### src/rtl/trig_pkg.sv
// Shared definitions for the DI2C trigger link (transmitter and receivers).
// Holds the FSM state encoding, frame geometry, CRC-16/KERMIT constants and
// the position of each field inside the 8-byte frame.
package trig_pkg;

    typedef enum logic [2:0] {
        ST_IDLE,
        ST_CRC,
        ST_START,
        ST_BITS,
        ST_STOP,
        ST_GAP
    } state_t;

    localparam int FRAME_BYTES   = 8;
    localparam int BITS_PER_BYTE = 9;                          // 8 data + ack slot
    localparam int CELLS         = FRAME_BYTES * BITS_PER_BYTE;
    localparam int CRC_BYTES     = 6;                          // bytes covered by the CRC
    localparam int CRC_BITS      = CRC_BYTES * 8;

    localparam logic [15:0] CRC_POLY = 16'h8408;               // 0x1021 reflected
    localparam logic [15:0] CRC_INIT = 16'h0000;

    // Byte order on the wire
    localparam int BYTE_ID    = 0;
    localparam int BYTE_TYPE  = 1;
    localparam int BYTE_SER3  = 2;
    localparam int BYTE_SER2  = 3;
    localparam int BYTE_SER1  = 4;
    localparam int BYTE_SER0  = 5;
    localparam int BYTE_CRC_H = 6;
    localparam int BYTE_CRC_L = 7;

endpackage

### src/rtl/trigger_tx_if.sv
// Trigger request handshake between the trigger source and trigger_tx.
//   trig_req       source -> tx   level request
//   trig_ready     tx -> source   request accepted on this cycle if high
//   sub_system_id  source -> tx   sampled on accept
//   trigger_type   source -> tx   sampled on accept
interface trigger_tx_if;
    logic       trig_req;
    logic       trig_ready;
    logic [7:0] sub_system_id;
    logic [7:0] trigger_type;

    modport master (output trig_req, sub_system_id, trigger_type, input trig_ready);
    modport slave  (input trig_req, sub_system_id, trigger_type, output trig_ready);
endinterface

### src/rtl/crc16_kermit_serial.sv
// Bit-serial CRC-16/KERMIT, one message bit per enabled cycle. Feed each byte
// LSB first. Shared algorithm with the trigger receivers.
//   clk, reset  clock, synchronous active-high reset
//   clr         reload the init value (priority over en)
//   en          absorb bit_in this cycle
//   bit_in      message bit
//   crc         running CRC, final result after the last bit
module crc16_kermit_serial
    import trig_pkg::*;
(
    input  logic        clk,
    input  logic        reset,
    input  logic        clr,
    input  logic        en,
    input  logic        bit_in,
    output logic [15:0] crc
);

    logic fb;
    assign fb = crc[0] ^ bit_in;

    always_ff @(posedge clk) begin
        if (reset || clr)
            crc <= CRC_INIT;
        else if (en)
            crc <= {1'b0, crc[15:1]} ^ (fb ? CRC_POLY : 16'h0000);
    end

endmodule

### src/rtl/trigger_tx.sv
// DI2C trigger link transmitter (central side). Each accepted request sends
// START, 8 bytes (id, type, serial[31:0], crc16) with an ack cell per byte,
// then STOP and an idle gap. New requests are refused while the wired busy
// line from the sub-systems is high.
//   clk, reset         clock, synchronous active-high reset
//   trig               request handshake (slave side)
//   serial_clear       zero the serial counter
//   trigger_serial     serial for the next frame
//   frame_busy         frame in progress
//   frame_done         pulse in the cycle SDA rises at STOP
//   busy_sync          synchronized ro_busy
//   busy_stuck         sticky, busy held for BUSY_TO cycles
//   ro/ren/de/di_*     SDA, SCL and busy transceiver pins
module trigger_tx
    import trig_pkg::*;
#(
    parameter int          Q_CYC   = 25,
    parameter int          GAP_Q   = 8,
    parameter logic [31:0] BUSY_TO = 32'd100000000
) (
    input  logic        clk,
    input  logic        reset,
    trigger_tx_if.slave trig,
    input  logic        serial_clear,
    output logic [31:0] trigger_serial,
    output logic        frame_busy,
    output logic        frame_done,
    output logic        busy_sync,
    output logic        busy_stuck,
    input  logic        ro_sda,
    output logic        ren_sda,
    output logic        de_sda,
    output logic        di_sda,
    input  logic        ro_scl,
    output logic        ren_scl,
    output logic        de_scl,
    output logic        di_scl,
    input  logic        ro_busy,
    output logic        ren_busy,
    output logic        de_busy,
    output logic        di_busy
);

    state_t      state, state_n;
    logic [9:0]  q_cnt, q_n;          // clk count within a quarter
    logic [1:0]  qtr, qtr_n;          // quarter within START/cell/STOP
    logic [7:0]  cnt, cnt_n;          // CRC bit, cell or gap-quarter index
    logic        sda, sda_n, scl, scl_n;
    logic        done_n, accept, crc_clr, crc_en, q_tick, ready;
    logic [7:0]  id_q, type_q;
    logic [31:0] ser_q;
    logic [15:0] crc;
    logic [47:0] crc_data;
    logic        crc_bit;
    logic [7:0]  fb [FRAME_BYTES];
    logic [CELLS-1:0] cell_vec;       // SDA level per cell, cell 0 at the MSB
    logic        busy_m;
    logic [31:0] busy_cnt;
    logic        unused_pins;

    assign unused_pins = ^{ro_sda, ro_scl};

    assign ren_sda  = 1'b1;
    assign de_sda   = 1'b1;
    assign di_sda   = sda;
    assign ren_scl  = 1'b1;
    assign de_scl   = 1'b1;
    assign di_scl   = scl;
    assign ren_busy = 1'b0;
    assign de_busy  = 1'b0;
    assign di_busy  = 1'b0;

    assign ready           = (state == ST_IDLE) && !busy_sync;
    assign trig.trig_ready = ready;
    assign frame_busy      = (state != ST_IDLE);
    assign q_tick          = (q_cnt == 10'(Q_CYC - 1));

    // CRC walks the 6 header bytes in wire order, each byte LSB first.
    assign crc_data = {id_q, type_q, ser_q};
    assign crc_bit  = crc_data[{3'(3'd5 - cnt[5:3]), cnt[2:0]}];

    crc16_kermit_serial u_crc (
        .clk    (clk),
        .reset  (reset),
        .clr    (crc_clr),
        .en     (crc_en),
        .bit_in (crc_bit),
        .crc    (crc)
    );

    always_comb begin
        fb[BYTE_ID]    = id_q;
        fb[BYTE_TYPE]  = type_q;
        fb[BYTE_SER3]  = ser_q[31:24];
        fb[BYTE_SER2]  = ser_q[23:16];
        fb[BYTE_SER1]  = ser_q[15:8];
        fb[BYTE_SER0]  = ser_q[7:0];
        fb[BYTE_CRC_H] = crc[15:8];
        fb[BYTE_CRC_L] = crc[7:0];
        cell_vec = '0;
        for (int b = 0; b < FRAME_BYTES; b++)
            cell_vec[CELLS-1-BITS_PER_BYTE*b -: BITS_PER_BYTE] = {fb[b], 1'b0};
    end

    // Line levels are registered and updated only on phase boundaries, so
    // SDA moves only at q0 of a cell (SCL low) except at START/STOP.
    always_comb begin
        state_n = state;
        q_n     = q_cnt;
        qtr_n   = qtr;
        cnt_n   = cnt;
        sda_n   = sda;
        scl_n   = scl;
        done_n  = 1'b0;
        accept  = 1'b0;
        crc_clr = 1'b0;
        crc_en  = 1'b0;
        if (state != ST_IDLE && state != ST_CRC)
            q_n = q_tick ? 10'd0 : q_cnt + 10'd1;
        unique case (state)
            ST_IDLE: begin
                sda_n = 1'b1;
                scl_n = 1'b1;
                if (trig.trig_req && ready) begin
                    accept  = 1'b1;
                    crc_clr = 1'b1;
                    cnt_n   = 8'd0;
                    state_n = ST_CRC;
                end
            end
            ST_CRC: begin
                crc_en = 1'b1;
                cnt_n  = cnt + 8'd1;
                if (cnt == 8'(CRC_BITS - 1)) begin
                    state_n = ST_START;
                    sda_n   = 1'b0;
                    q_n     = 10'd0;
                    qtr_n   = 2'd0;
                end
            end
            ST_START: if (q_tick) begin
                qtr_n = qtr + 2'd1;
                if (qtr == 2'd1) begin
                    state_n = ST_BITS;
                    qtr_n   = 2'd0;
                    cnt_n   = 8'd0;
                    scl_n   = 1'b0;
                    sda_n   = cell_vec[CELLS-1];
                end
            end
            ST_BITS: if (q_tick) begin
                qtr_n = qtr + 2'd1;
                if (qtr == 2'd1)
                    scl_n = 1'b1;
                else if (qtr == 2'd3) begin
                    scl_n = 1'b0;
                    if (cnt == 8'(CELLS - 1)) begin
                        state_n = ST_STOP;
                        sda_n   = 1'b0;
                    end else begin
                        cnt_n = cnt + 8'd1;
                        sda_n = cell_vec[7'(CELLS - 2) - cnt[6:0]];
                    end
                end
            end
            ST_STOP: if (q_tick) begin
                qtr_n = qtr + 2'd1;
                if (qtr == 2'd1)
                    scl_n = 1'b1;
                else if (qtr == 2'd3) begin
                    sda_n   = 1'b1;
                    done_n  = 1'b1;
                    state_n = ST_GAP;
                    cnt_n   = 8'd0;
                end
            end
            ST_GAP: if (q_tick) begin
                if (cnt == 8'(GAP_Q - 1))
                    state_n = ST_IDLE;
                else
                    cnt_n = cnt + 8'd1;
            end
            default: state_n = ST_IDLE;
        endcase
    end

    always_ff @(posedge clk) begin
        if (reset) begin
            state      <= ST_IDLE;
            q_cnt      <= '0;
            qtr        <= '0;
            cnt        <= '0;
            sda        <= 1'b1;
            scl        <= 1'b1;
            frame_done <= 1'b0;
            id_q       <= '0;
            type_q     <= '0;
            ser_q      <= '0;
        end else begin
            state      <= state_n;
            q_cnt      <= q_n;
            qtr        <= qtr_n;
            cnt        <= cnt_n;
            sda        <= sda_n;
            scl        <= scl_n;
            frame_done <= done_n;
            if (accept) begin
                id_q   <= trig.sub_system_id;
                type_q <= trig.trigger_type;
                ser_q  <= trigger_serial;
            end
        end
    end

    always_ff @(posedge clk) begin
        if (reset || serial_clear)
            trigger_serial <= '0;
        else if (done_n)
            trigger_serial <= trigger_serial + 32'd1;
    end

    always_ff @(posedge clk) begin
        if (reset) begin
            busy_m     <= 1'b0;
            busy_sync  <= 1'b0;
            busy_cnt   <= '0;
            busy_stuck <= 1'b0;
        end else begin
            busy_m    <= ro_busy;
            busy_sync <= busy_m;
            if (!busy_sync)
                busy_cnt <= '0;
            else if (busy_cnt != '1)
                busy_cnt <= busy_cnt + 32'd1;
            // this increment makes the count equal BUSY_TO
            if (busy_sync && busy_cnt == BUSY_TO - 32'd1)
                busy_stuck <= 1'b1;
        end
    end

endmodule

### src/flat_wrapper.sv
// flat-port wrapper written by rule: the top's interface ports become plain ports
module trigger_tx_flat import trig_pkg::*;
#(
    parameter int          Q_CYC   = 25,
    parameter int          GAP_Q   = 8,
    parameter logic [31:0] BUSY_TO = 32'd100000000
)
  (clk, reset, serial_clear, trigger_serial, frame_busy, frame_done, busy_sync, busy_stuck, ro_sda, ren_sda, de_sda, di_sda, ro_scl, ren_scl, de_scl, di_scl, ro_busy, ren_busy, de_busy, di_busy, trig_trig_req, trig_sub_system_id, trig_trigger_type, trig_trig_ready);
  trigger_tx_if trig_i ();
  input  logic clk;
  input  logic reset;
  input  logic serial_clear;
  output logic [31:0] trigger_serial;
  output logic frame_busy;
  output logic frame_done;
  output logic busy_sync;
  output logic busy_stuck;
  input  logic ro_sda;
  output logic ren_sda;
  output logic de_sda;
  output logic di_sda;
  input  logic ro_scl;
  output logic ren_scl;
  output logic de_scl;
  output logic di_scl;
  input  logic ro_busy;
  output logic ren_busy;
  output logic de_busy;
  output logic di_busy;
  input wire logic [$bits(trig_i.trig_req)-1:0] trig_trig_req;
  input wire logic [$bits(trig_i.sub_system_id)-1:0] trig_sub_system_id;
  input wire logic [$bits(trig_i.trigger_type)-1:0] trig_trigger_type;
  output wire logic [$bits(trig_i.trig_ready)-1:0] trig_trig_ready;
  assign trig_i.trig_req = trig_trig_req;
  assign trig_i.sub_system_id = trig_sub_system_id;
  assign trig_i.trigger_type = trig_trigger_type;
  assign trig_trig_ready = trig_i.trig_ready;
  trigger_tx #(.Q_CYC(Q_CYC), .GAP_Q(GAP_Q), .BUSY_TO(BUSY_TO)) u_core (.clk(clk), .reset(reset), .trig(trig_i), .serial_clear(serial_clear), .trigger_serial(trigger_serial), .frame_busy(frame_busy), .frame_done(frame_done), .busy_sync(busy_sync), .busy_stuck(busy_stuck), .ro_sda(ro_sda), .ren_sda(ren_sda), .de_sda(de_sda), .di_sda(di_sda), .ro_scl(ro_scl), .ren_scl(ren_scl), .de_scl(de_scl), .di_scl(di_scl), .ro_busy(ro_busy), .ren_busy(ren_busy), .de_busy(de_busy), .di_busy(di_busy));
endmodule
### config.mk
export PLATFORM = sky130hd
export DESIGN_NAME = trigger_tx_flat
export DESIGN_NICKNAME = d
export VERILOG_FILES = /design/src/rtl/trig_pkg.sv /design/src/rtl/trigger_tx_if.sv /design/src/rtl/crc16_kermit_serial.sv /design/src/rtl/trigger_tx.sv /design/src/flat_wrapper.sv
export SDC_FILE = /design/constraint.sdc
export NUM_CORES = 1
export LEC_CHECK = 0
export BUFFER_PORTS_ARGS = -buffer_cell sky130_fd_sc_hd__buf_2
export CORE_ASPECT_RATIO = 0.8
export CORE_MARGIN = 8
export CORE_UTILIZATION = 40
export DETAILED_ROUTE_END_ITERATION = 7
export PLACE_DENSITY = 0.58
export SLEW_MARGIN = 25
export SYNTH_ARGS = -nofsm -noshare
export SYNTH_HDL_FRONTEND = slang
export SYNTH_SLANG_ARGS = --single-unit
### constraint.sdc
create_clock -name clk -period 2.8 [get_ports clk]
set_clock_uncertainty 0.2 [all_clocks]
set_input_delay 0.7 -clock clk [delete_from_list [all_inputs] [get_ports clk]]
set_output_delay 0.7 -clock clk [all_outputs]
set_load 0.01 [all_outputs]
-- After elaboration in Yosys (flattened, before gate mapping)
Index checks and enable logic that the tools add are counted.
- bits of input ports: 23
- bits in registers: 157
- logic and storage cells: 147
- output and inout bits: 46
- equal/unequal tests: 32
- order comparisons: 2
- add/subtract/negate cells: 7
- bitwise gates (word level): 3
- reduce and logical (&&, ||, !) cells: 20
- multiplexer cells: 67
- operators with widths (cell ; count):
    $mux 8 ; 12
    $add 32x1->32 const B ; 2
    $pmux 8 s6 ; 1
    $mux 10 ; 4
    $mux 3 ; 13
    $eq 32x27->1 const B ; 1
    $ne 32x32->1 const B ; 1
    $mux 1 ; 26
    $reduce_and 13->1 ; 2
    $ne 2x1->1 const B ; 12
    $pmux 3 s6 ; 1
    $mux 16 ; 1
    $xor 15x16->16 ; 1
    $add 10x1->10 const B ; 1
    $eq 10x5->1 const B ; 1
    $ne 2x2->1 const B ; 5
    $reduce_and 10->1 ; 1
    $add 8x1->8 const B ; 1
    $eq 8x3->1 const B ; 1
    $eq 8x6->1 const B ; 1
    $eq 8x7->1 const B ; 1
    $lt 7x8->1 const B ; 1
    $mux 2 ; 4
    $bmux 1 s7 ; 1
    27 further kinds ; 36

-- Depth between registers and ports, before layout
Gate-level depths: netlist of the first run.
- word-level depth: 8
- mapped depth: 10
- gate-level depth less buffers: 8

-- By module
From an unflattened synthesis of the first run, not the netlist that was laid out.
- cell total of the unflattened synthesis: 960
- area total of the unflattened synthesis: 8165.3 µm²
- by module, submodules not included (module ; sequential area each (µm²) ; area each (µm²) ; instances ; cells an instance):
    trigger_tx ; 2822.7 ; 7533.5 ; 1 ; 900
    crc16_kermit_serial ; 320.3 ; 631.9 ; 1 ; 60

-- Worst setup path before layout of the first run
OpenSTA, ideal clock, no wires.
- path type: flip-flop to flip-flop
- start point: reg u_core.q_cnt[0]
- end point: reg u_core.cnt[6]
- setup time: 0.070 ns
- path buffers: 1
- data required time: 2.530 ns
- slack: -0.085 ns
- clock period less this slack: 2.885 ns
- data arrival time: 2.615 ns
- cell stages (with the launch flop): 10
- cells stage by stage: dfxtp_1 inv_1 ha_1 or4b_4 or3_1 clkbuf_2 a211o_1 or3_1 or3_1 a21oi_1
- longest elaborated chain between the ends: 3
- elaborated cells on any way between the ends: 6
- classes of those cells: eq/ne (5); reduce/logical (1)
- ends and longest elaborated chain (item ; RTL line ; RTL):
    start: declaration ; trigger_tx.sv:45 ; logic [9:0] q_cnt, q_n;
    start signal: assignment ; trigger_tx.sv:201 ; q_cnt <= q_n;
    $eq 10x5->1 (*) ; trigger_tx.sv:76 ; assign q_tick = (q_cnt == 10'(Q_CYC - 1));
    $ne 2x1->1 (no line) ; -- ;
    $reduce_and 13->1 (no line) (*) ; -- ;
    end signal: assignment ; trigger_tx.sv:203 ; cnt <= cnt_n;
    end: declaration ; trigger_tx.sv:47 ; logic [7:0] cnt, cnt_n;
Mark *: on every way between the ends. The rest lies on a longest branch, timed or not.
A chain may end at the register's enable or synchronous reset.

-- Worst setup path after layout of the first run
Ends and elaborated chain as after synthesis.

==> results of run 1 <==
per-stage QoR:
step,worst slack [ns],cells
2_1_floorplan,-0.0103,1018
3_5_place_dp,-0.00684,1325
5_1_grt,-0.0403,1360
4_1_cts,0.00225,1357
6_report,0.0191,1360
3_3_place_gp,0.0138,1325
worst min-delay path by stage:
| stage | from | slack, ns | depth (start not counted) | endpoint |
|---|---|---|---|---|
| 4_1_cts | u_core.busy_m | 0.24 | 1 | u_core.busy_sync |
| 3_5_place_dp | u_core.busy_m | 0.22 | 1 | u_core.busy_sync |
| 3_3_place_gp | u_core.busy_m | 0.22 | 1 | u_core.busy_sync |
| 5_1_grt | u_core.busy_m | 0.26 | 1 | u_core.busy_sync |
| 6_report | u_core.busy_m | 0.24 | 1 | u_core.busy_sync |
| 2_1_floorplan | u_core.busy_m | 0.21 | 1 | u_core.busy_sync |
cell usage after synthesis (11+ instances only):
master | number | share of area
nand2_1 | 184 | 0.083
dfxtp_1 | 157 | 0.38
a21oi_1 | 93 | 0.056
nor2_1 | 89 | 0.040
clkbuf_1 | 53 | 0.024
nand3_1 | 45 | 0.027
xnor2_1 | 43 | 0.045
xor2_1 | 25 | 0.026
nand4_1 | 24 | 0.018
mux4_2 | 20 | 0.054
o21ai_0 | 18 | 0.011
inv_1 | 17 | 0.0077
mux2i_1 | 17 | 0.021
and4_1 | 16 | 0.017
a211oi_1 | 14 | 0.013
and3_1 | 14 | 0.011
ha_1 | 13 | 0.020
nor3_1 | 12 | 0.0072
buf_1 | 11 | 0.0050
o211ai_1 | 11 | 0.010
kinds of logic (layout without fill, tap and decap cells):
logic type	Yosys count	count (layout)	share of synthesized area
flip-flops	157	157	0.379
AO/OA/AOI/OAI	182	182	0.135
multiplexers	41	41	0.0803
other	2	7	0.000906
XOR/XNOR	68	68	0.0719
buffers and inverters	93	166	0.0459
adder cells (fa/ha/maj)	13	13	0.0196
AND/OR/NAND/NOR	457	457	0.267
final cells by class:
type	instances	area, sq um	area share
multi-input cells	768	4840	0.495
flip-flops and latches	157	3150	0.322
clock inverters	13	179	0.0183
well taps	269	337	0.0344
inverters	18	67.6	0.00692
repair buffers	116	761	0.0779
clock buffers	19	443	0.0453
layer usage:
| metal | global-route usage | share of wire | vias to the layer above |
|---|---|---|---|
| met5 | 0 | 0 | - |
| met4 | 0.0490 | 0.0085 | 0 |
| met3 | 0.0332 | 0.036 | 15 |
| met2 | 0.251 | 0.43 | 131 |
| met1 | 0.250 | 0.52 | 3410 |
| li1 | - | - | 3703 |
state kept, by name, indices dropped and copies added, names as in the netlist, 2 cells and up:
register,flops
u_core.q_cnt,10
u_core.busy_cnt,32
u_core.type_q,8
u_core.id_q,8
u_core.ser_q,32
u_core.cnt,8
u_core.state,3
u_core.qtr,2
u_core.u_crc.crc,16
u_core.trigger_serial,32
placed cells by master (no fill, tap or decap), types with 4 or more instances in the layout:
cell type,synthesis,routed
nand2_1,184,184
dfxtp_1,157,155
a21oi_1,93,93
nor2_1,89,89
buf_2,3,59
buf_4,7,54
nand3_1,45,45
xnor2_1,43,43
xor2_1,25,25
nand4_1,24,24
mux4_2,20,20
o21ai_0,18,17
mux2i_1,17,17
clkbuf_16,0,17
inv_1,17,15
and4_1,16,15
and3_1,14,14
a211oi_1,14,13
nor3_1,12,12
ha_1,13,12
o211ai_1,11,11
or4_1,9,9
nor2b_1,8,8
and2_1,8,8
or3_1,9,7
conb_1,2,7
nor4_1,9,6
a31oi_1,6,6
nand2b_1,5,5
nor3b_1,5,5
nor4bb_1,4,4
mux2_2,4,4
a211o_1,4,4
repair_timing:
item,4_1_cts,5_1_grt
pin swaps,1,4
gates resized for setup,0,11
buffers inserted,0,3
setup endpoints to repair,1,25
where the power goes:
group / total (mW) / switching [mW] / leakage [nW] / internal (mW)
clock network: 2.45 / 1.00 / 0.300 / 1.45
logic: 0.770 / 0.483 / 1.95 / 0.287
registers: 2.32 / 0.0396 / 1.27 / 2.28
==> results.yml, run 1 <==
outcome:
  outcome: "finished clean"
clock_tree:
  clock-root-buffer: "clkbuf_16"
  cts.path.max_buffers: 2
  numCtsBuffers: 17
  clk_pin_slew_ns: 0.07
  cts_tree: "yes"
  cts_hold_buffers: 0
  clk_latency_ns: 0.43
  h-tree-depth: 4
  clock-sinks: 157
critical_path:
  crit_fanout: 3
  cp-end-kind: "flop"
  path_delay_family: "simple AND/OR/NAND/NOR gates"
  cpMostUsedCell: "or3_4"
  worstPathArrival_ns: 2.94
  reg2reg_depth: 8
  cp-start-kind: "flop"
  slowest_delay_ns: 0.47
  slowest_stage: "or4b_4"
  r2r_slack_ns: 0.02
  crit_start: "u_core.q_cnt[0]"
  crit_buf_inv: 1
  r2r_end: "u_core.cnt[6]"
  crit_chain: "inv_2 > ha_4 > or4b_4 > or3_4 > a211o_1 > or3_4 > or3_1 > a21oi_1"
  crit_required_ns: 2.96
  reg2reg_from: "u_core.q_cnt[0]"
  crit_cells: 8
  endpoint: "u_core.cnt[6]"
  path_class: "reg -> reg"
logic_synthesis:
  synth.distinct_cells: 66
  synth-async-reset-ratio: 0
  synth-seq-area-share: 0.379
  synth_area_sq_um: 8290
  synth-seq-cells: 157
  ys_warn_count: 0
  synthFlopType: "dfxtp_1"
  syn_inst: 1013
  synth-edff-count: 0
  syn_area_per_cell_sq_um: 8.18
run:
  maxCapViolCount: 0
floorplanning:
  rows: 47
  dieArea_sq_um: 25600
  die_width_um: 177
  die_h_um: 145
  start_util: 0.404
  core_sq_um: 20500
  pin_count: 69
cells_and_area:
  final_util: 0.476
  syn_to_final_growth_pct: 17.9
  nets: 1114
  diodes: 0
  finalInstanceArea_sq_um: 9770
  layout-drive-gt1-share: 0.180
  fill_cells: 2039
grt:
  gr-total-overflow: 0
  grt_max_degree: 49
  grt_pass1_vias: 6661
  antenna_found_initial: 0
  grt_pass1_wl_um: 35400
  track_usage: 0.171
sta:
  rsz0062_at_grt: "true"
  max_slew_margin: 0.551
  fmax_mhz: 360
  slew_viol_final: 0
  tightest_slew_ns: 0.672
  holdWs_ns: 0.238
  setup_violations: 0
  min_period_ns: 2.78
  finalHoldViolations: 0
  fin_setup_tns_ns: 0
  fin_crit_sh: 0.993
routing:
  postRouteAntennaNets: 0
  drt_iter0_drc: 571
  drt_wl_total_um: 21600
  vias: 7259
  dr.pass1.iters: 5
  drc_errors: 0
  post_drt_wl_per_cell_um: 15.9
  viasPerCell: 5.34
placed_design:
  io_buffers: 59
  gp_congestion: 0.871
  dp_hpwl_um: 15500
  placed_cell_area_sq_um: 9080
power:
  power.density_nw_per_um2: 567
  total_power_mw: 5.54
  ir_drop_uv: 317
  p_leak_nw: 3.52
worst_hold_path:
  hold_path_class: "reg -> reg"
(Power assumes the default switching activity.)
==> run 2, diff against run 1 <==
--- a/config.mk
+++ b/config.mk
@@ -11,6 +11,8 @@
 export CORE_UTILIZATION = 40
 export DETAILED_ROUTE_END_ITERATION = 7
 export PLACE_DENSITY = 0.58
+export RECOVER_POWER = 100
+export SKIP_CTS_REPAIR_TIMING = 1
 export SLEW_MARGIN = 25
 export SYNTH_ARGS = -nofsm -noshare
 export SYNTH_HDL_FRONTEND = slang
==> run 2 against run 1 <==
Net effect:
- first-iteration DRC count is 2.1% higher
- sequential power hardly changed
- core utilization is 0.27 points lower
- clock power hardly changed
- die area stayed put
- power hardly changed
- highest routed layer unchanged
- largest cell class unchanged
- final area is 0.56% lower
- global-route usage stayed put
==> results.yml, run 2 (synthesis results as in run 1) <==
grt:
  antenna_found_initial: 0
  gr-max-usage-layer: "met2"
  grt_max_degree: 49
  grt_pass1_vias: 6661
  grtUsageMet2: 0.251
  use_met3: 0.0332
  gr-total-overflow: 0
  track_usage: 0.171
  use_met1: 0.250
  grt_pass1_wl_um: 35400
clock_tree:
  cts.path.max_buffers: 2
  numCtsBuffers: 17
  clock-sinks: 157
  clk_latency_ns: 0.43
  h-tree-depth: 4
  cts_tree: "yes"
  clock-root-buffer: "clkbuf_16"
  clk_pin_slew_ns: 0.07
critical_path:
  path_class: "reg -> reg"
  cp-start-kind: "flop"
  worstPathArrival_ns: 2.92
  cp-end-kind: "flop"
  crit_required_ns: 2.96
  crit_fanout: 3
run:
  maxCapViolCount: 0
cells_and_area:
  final_cell_count_no_fill: 1360
  layout-drive-gt1-share: 0.152
  largestRegisters: "u_core.busy_cnt: 32 flops, u_core.ser_q: 32 flops, u_core.trigger_serial: 32 flops"
  fill_cells: 2050
  finalInstanceArea_sq_um: 9720
  diodes: 0
  final_util: 0.473
  syn_to_final_growth_pct: 17.2
  final_cell_mix: "184 x nand2_1, 155 x dfxtp_1, 93 x a21oi_1"
  nets: 1114
  layout_commonest_cell: "nand2_1"
routing:
  vias: 7277
  drt_wl_total_um: 21500
  drt_iter0_drc: 583
  postRouteAntennaNets: 0
  post_drt_wl_per_cell_um: 15.8
  viasPerCell: 5.35
  drc_errors: 0
  dr.pass1.iters: 5
placed_design:
  io_buffers: 59
  place_ws_ns: -0.00684
  gp_congestion: 0.871
  placed_cells: 1325
  placed_cell_area_sq_um: 9080
  dp_hpwl_um: 15500
outcome:
  outcome: "finished clean"
sta:
  min_period_ns: 2.75
  max_slew_margin: 0.555
  tightest_slew_ns: 0.667
  fmax_mhz: 363
  slew_viol_final: 0
  setup_violations: 0
  fin_crit_sh: 0.983
  finalHoldViolations: 0
  rsz0062_at_grt: "true"
  setup_ws_ns: 0.0484
floorplanning:
  dieArea_sq_um: 25600
  die_h_um: 145
  start_util: 0.404
  pin_count: 69
  core_sq_um: 20500
  rows: 47
  die_width_um: 177
worst_hold_path:
  hold_path_class: "reg -> reg"
power:
  power.density_nw_per_um2: 570
  ir_drop_uv: 318
  total_power_mw: 5.54
  p_leak_nw: 3.40
## run 2: final timing paths
kind	slack, ns	cells after the start	start	end
setup / recovery	0.05	8	u_core.q_cnt[0]	u_core.cnt[6]
hold reg to reg	0.24	1	u_core.busy_m	u_core.busy_sync
hold / removal	0.24	1	u_core.busy_m	u_core.busy_sync
setup reg to reg	0.05	8	u_core.q_cnt[0]	u_core.cnt[6]
## run 2: through the flow
stage | setup TNS (ns) | hold WS [ns]
after CTS | -0.0320 | 0.240
after floorplan | -0.0103 | 0.214
final | 0 | 0.237
after global placement | 0 | 0.223
after detailed placement | -0.00684 | 0.221
after global routing | -0.00436 | 0.264
## run 2: critical path: stages, from the launching register on
cell	delay, ns
dfxtp_2	0.32
inv_2	0.07
ha_4	0.14
or4b_4	0.47
or3_4	0.35
a211o_1	0.31
or3_4	0.38
or3_1	0.31
a21oi_1	0.14
## run 2: area by class of cell
type	count	area, sq um	share of cell area
flip-flops and latches	157	3150	0.324
clock buffers	19	443	0.0456
multi-input cells	768	4830	0.497
clock inverters	13	179	0.0184
repair buffers	116	718	0.0739
well taps	269	337	0.0346
inverters	18	67.6	0.00695
## run 2: power breakdown
group | leakage, nW | switching [mW] | internal, mW
clock | 0.300 | 1.00 | 1.45
sequential | 1.27 | 0.0396 | 2.28
combinational | 1.83 | 0.479 | 0.286
total | 3.40 | 1.52 | 4.02
## run 2: layer usage
layer / wire (um) / share of wire / vias to the layer above
met1: 11200 / 0.52 / 3409
li1: - / - / 3705
met3: 848 / 0.039 / 15
met5: 0 / 0 / -
met4: 185 / 0.0086 / 0
met2: 9270 / 0.43 / 148
